===== config.mk =====
export PLATFORM = sky130hd
export DESIGN_NAME = flush_ctrl
export DESIGN_NICKNAME = d
export VERILOG_FILES = /design/src/rtl/flush_ctrl.sv
export SDC_FILE = /design/constraint.sdc
export NUM_CORES = 1
export LEC_CHECK = 0
export ABC_CLOCK_PERIOD_IN_PS = 23800
export CAP_MARGIN = 10
export CORE_AREA = 2 2 135 137
export CTS_BUF_LIST = sky130_fd_sc_hd__clkbuf_16
export DETAILED_ROUTE_END_ITERATION = 8
export DIE_AREA = 0 0 137 139
export MAX_ROUTING_LAYER = met4
export PLACE_DENSITY = 0.78
export SLEW_MARGIN = 15
export SYNTH_ARGS = -nofsm -noshare
export SYNTH_HDL_FRONTEND = slang
export SYNTH_SLANG_ARGS = --single-unit

===== constraint.sdc =====
create_clock -name clk -period 23.8 [get_ports clk]
set_input_delay 4.76 -clock clk [delete_from_list [all_inputs] [get_ports clk]]
set_output_delay 4.76 -clock clk [all_outputs]
set_load 0.1 [all_outputs]

===== src/rtl/flush_ctrl.sv =====
// Pipeline flush/redirect controller: arbitrates flush sources by age, drives per-stage squash
// masks, drains an outstanding fetch transaction, then holds a redirect until fetch accepts it.
// Optional performance counters are enabled with `define FLUSH_CTRL_PERF_EN.
module flush_ctrl #(
  parameter int NSRC   = 4,
  parameter int NSTAGE = 5,
  parameter int XLEN   = 64,
  parameter int SW     = $clog2(NSTAGE)
) (
  input  logic                     clk,
  input  logic                     resetn,
  input  logic [NSRC-1:0]          req_valid,
  input  logic [NSRC*XLEN-1:0]     req_pc,
  input  logic [NSRC*SW-1:0]       req_stage,
  input  logic                     mem_busy,
  input  logic                     redir_ready,
  output logic                     redir_valid,
  output logic [XLEN-1:0]          redir_pc,
  output logic [NSTAGE-1:0]        flush_mask,
  output logic                     stall_fetch,
  output logic                     busy,
`ifdef FLUSH_CTRL_PERF_EN
  output logic [31:0]              perf_flush_cnt,
  output logic [31:0]              perf_drain_cyc,
`endif
  output logic [$clog2(NSRC)-1:0]  cause_src
);

  localparam int CW = $clog2(NSRC);

  typedef enum logic [1:0] {IDLE, DRAIN, REDIR} state_t;

  state_t            state, next_state;
  logic [XLEN-1:0]   cur_pc;
  logic [SW-1:0]     cur_stage;
  logic [CW-1:0]     cur_idx;

  logic              win_valid;
  logic [CW-1:0]     win_idx;
  logic [SW-1:0]     win_stage;
  logic [XLEN-1:0]   win_pc;
  logic [NSTAGE-1:0] win_mask;
  logic              preempt;
  logic              capture;

  // Oldest request wins; strict compare keeps the lowest index on a stage tie.
  always_comb begin
    win_valid = 1'b0;
    win_idx   = '0;
    win_stage = '0;
    win_pc    = '0;
    for (int i = 0; i < NSRC; i++) begin
      if (req_valid[i] && (!win_valid || req_stage[i*SW +: SW] > win_stage)) begin
        win_valid = 1'b1;
        win_idx   = CW'(i);
        win_stage = req_stage[i*SW +: SW];
        win_pc    = req_pc[i*XLEN +: XLEN];
      end
    end
    win_mask = '0;
    for (int s = 0; s < NSTAGE; s++) begin
      win_mask[s] = (s < int'(win_stage));
    end
    preempt = (win_stage > cur_stage) || ((win_stage == cur_stage) && (win_idx < cur_idx));
  end

  always_comb begin
    next_state = state;
    capture    = 1'b0;
    flush_mask = '0;
    case (state)
      IDLE: begin
        capture = win_valid;
      end
      DRAIN: begin
        flush_mask[0] = 1'b1;
        if (!mem_busy) next_state = REDIR;
        capture = win_valid && preempt;
      end
      REDIR: begin
        // A completed handshake frees the controller, so any request is taken as fresh.
        if (redir_ready) begin
          next_state = IDLE;
          capture    = win_valid;
        end else begin
          capture = win_valid && preempt;
        end
      end
      default: next_state = IDLE;
    endcase
    if (capture) begin
      flush_mask = flush_mask | win_mask;
      next_state = mem_busy ? DRAIN : REDIR;
    end
  end

  always_ff @(posedge clk or negedge resetn) begin
    if (!resetn) begin
      state     <= IDLE;
      cur_pc    <= '0;
      cur_stage <= '0;
      cur_idx   <= '0;
    end else begin
      state <= next_state;
      if (capture) begin
        cur_pc    <= win_pc;
        cur_stage <= win_stage;
        cur_idx   <= win_idx;
      end
    end
  end

`ifdef FLUSH_CTRL_PERF_EN
  always_ff @(posedge clk or negedge resetn) begin
    if (!resetn) begin
      perf_flush_cnt <= '0;
      perf_drain_cyc <= '0;
    end else begin
      if (capture) perf_flush_cnt <= perf_flush_cnt + 32'd1;
      if (state == DRAIN) perf_drain_cyc <= perf_drain_cyc + 32'd1;
    end
  end
`endif

  assign busy        = (state != IDLE);
  assign stall_fetch = (state != IDLE);
  assign redir_valid = (state == REDIR);
  assign redir_pc    = cur_pc;
  assign cause_src   = cur_idx;

endmodule


==> flow_summary.toml <==
[power_and_ir_drop]
peakVddDrop_v = 0.0001056
swShare_pct = 60.65
p_comb_share_pct = 74.9
pwr-share-seq_pct = 15.4
p_per_area_nw_per_um2 = 157.6
intPower_mw = 0.5770
power.leakage_nw = 3.482
clkPwrFrac_pct = 9.7
power.switching_mw = 0.8895

[clock_tree]
hold_buffers = 0
root_buffer = "clkbuf_16"
insertion_delay_ns = 0.33
htree_levels = 3
cts_setup_buffers = 0
cts.sinks = 71
cts_tree = "done"
clockBufferDepth = 2
cts_resized = 0
cts-buffers-inserted = 9
clk_pin_slew_ns = 0.06

[synth]
netlist.area_leader.share_pct = 32.58
ys_seq_elements = 71
synth_edf_count = 0
yosys_warnings = 0
syn_inst = 698
yosys.cell_count.top_type = "nand2_1"
yosysTopAreaCell = "dfrtp_1"
ys_top_cells_by_count = "nand2_1 (137), o211ai_1 (129), a21oi_1 (81)"
ys_seq_area_share_pct = 32.58
synthTopCellsByArea = "dfrtp_1 (33%), o211ai_1 (18%), nand2_1 (9.4%)"
syn_area_per_cell_um2 = 7.812
synth_area_um2 = 5453
synth_cell_types = 51
syn-num-nets = 985
postSynth.asyncResetShare_pct = 100.0
ys.flop_type = "dfrtp_1"

[timing]
worstMarginPinSlew_ns = 1.064
fin_skew_ns = 0.01015
fin_ws_ns = 3.768
slew_headroom_pct = 28.82
fin_crit_sh_pct = 84.17
hold_viol = 0
rsz0062_at_grt = "false"
fin_hold_ws_ns = 0.4963
finalSetupTns_ns = 0
setup_viol = 0
maxSlewViolCount = 0
max_freq_mhz = 49.92
timing.final.crit_period_ns = 20.03

[placed_design]
placement.io_buffers = 349
pre_cts_slack_ns = 3.763
hpwl_um = 15800
globalplace.congestion = 0.8937

[route]
first_iter_violations = 353
dr.pass1.iters = 5
routed_wl_um = 21100
drc = 0
antenna_left = 0
routedWlPerCell_um = 17.09
vias_per_cell = 5.249
vias = 6483

[hold_path]
hold_class = "flip-flop to flip-flop"

[cells_and_area]
multi_input_area_um2 = 3317
fin_nets = 1287
drive_gt1_share_pct = 9.363
regArea_um2 = 1777
fillers = 1666
fin_util_pct = 52.69
syn_to_final_growth_pct = 70.63

[floorplan]
dieArea_um2 = 19040
die_h_um = 139
core_area_um2 = 17660
io_pins = 350
row_count = 49
die_x_um = 137
start_util_pct = 30.88

[critical_path]
worst_path_max_delay_cell = "clkdlybuf4s50_1"
cp-start-kind = "primary input"
arrival_ns = 15.27
reg2reg_slack_ns = 20.68
critPathKind = "primary input to primary output"
crit_path_max_fanout = 84
endpoint_kind = "primary output"
max_stage_delay_ns = 1.13
cp.required_ns = 19.04

[grt]
grtUsageTotal_pct = 22.69
grt_max_degree = 85
grt_pass1_wl_um = 33040
grt.overflow.total = 0
antenna_found_initial = 2
grt_pass1_vias = 6405

[outcome]
status = "complete, no violations"

[job]
drv_cap = 0
-- cell families after synthesis --
kind of cell	Yosys count	share of synthesized area, %
AO/OA/AOI/OAI	297	39.15
AND/OR/NAND/NOR	233	17.44
buffers and inverters	81	7.297
flip-flops	71	32.58
adder cells (fa/ha/maj)	11	2.524
multiplexers	5	1.010
-- final cells by class --
type	count	area share [%]
Antenna cell	2	0.05379
Timing Repair Buffer	358	38.19
Inverter	14	0.5648
Tap cell	229	3.080
Clock buffer	9	2.421
Sequential cell	71	19.10
Multi-Input combinational cell	546	35.65
Clock inverter	6	0.9414
-- registers in the layout (all words and copies together), names as in the netlist --
| name | count |
|---|---|
| redir_pc | 64 |
| state | 2 |
| cur_stage | 3 |
| cause_src | 2 |
-- routing by layer --
| layer | routed length (um) | vias to the layer above | track usage, % |
|---|---|---|---|
| li1 | - | 3134 | - |
| met1 | 8391 | 3022 | 26.35 |
| met2 | 10530 | 277 | 37.99 |
| met3 | 1569 | 50 | 5.044 |
| met4 | 609 | 0 | 8.410 |
| met5 | 0 | - | - |
-- final timing paths --
kind | startpoint | endpoint | cells after the start
min reg2reg | cur_stage[2] | cur_stage[2] | 1
max in group asynchronous | resetn | redir_pc[9] | 1
min in group asynchronous | resetn | redir_pc[1] | 1
max | req_valid[0] | flush_mask[1] | 32
max reg2reg | cur_stage[0] | state[1] | 9
min | cur_stage[2] | cur_stage[2] | 1
-- worst max-delay path, delay by kind of cell --
| family | cells | cell delay (ns) |
|---|---|---|
| mux | 1 | 0.34 |
| compound gates | 13 | 3.30 |
| simple gates | 8 | 1.97 |
| fa+ha+maj | 4 | 1.21 |
| buf+inv | 6 | 3.59 |
-- layout by cell type, fill, tap and decap left out, types with 2 or more instances in the layout --
| master | instances |
|---|---|
| a2111o_1 | 2 |
| a21oi_1 | 81 |
| a21oi_2 | 50 |
| and2_1 | 2 |
| buf_4 | 10 |
| bufinv_16 | 2 |
| clkbuf_16 | 9 |
| clkdlybuf4s50_1 | 347 |
| clkinvlp_4 | 2 |
| dfrtp_1 | 71 |
| diode_2 | 2 |
| ha_1 | 11 |
| inv_1 | 14 |
| mux2i_1 | 4 |
| nand2_1 | 137 |
| nand3_1 | 5 |
| nor2_1 | 71 |
| nor2b_1 | 4 |
| nor3_1 | 2 |
| o211ai_1 | 129 |
| o21a_1 | 6 |
| o21ai_0 | 4 |
| o21ai_1 | 4 |
| o22ai_1 | 4 |
| o31ai_4 | 2 |
| or2_2 | 3 |
-- through the flow --
step | power [mW] | instances | area (um2)
after CTS | 1.479 | 1233 | 9299
after global routing | 1.546 | 1235 | 9304
after global placement | 1.315 | 1218 | 8986
after detailed placement | 1.329 | 1218 | 8986
after floorplan | 1.075 | 698 | 5453
final | 1.467 | 1235 | 9304
-- power groups by stage --
stage	Clock (mW)	Sequential, mW	Combinational [mW]
after floorplan	0	0.644	0.431
after global placement	0	0.225	1.09
after detailed placement	0	0.226	1.10
after CTS	0.148	0.226	1.11
after global routing	0.153	0.233	1.16
final	0.143	0.225	1.10
No activity file was read; power rests on OpenSTA's default activity.
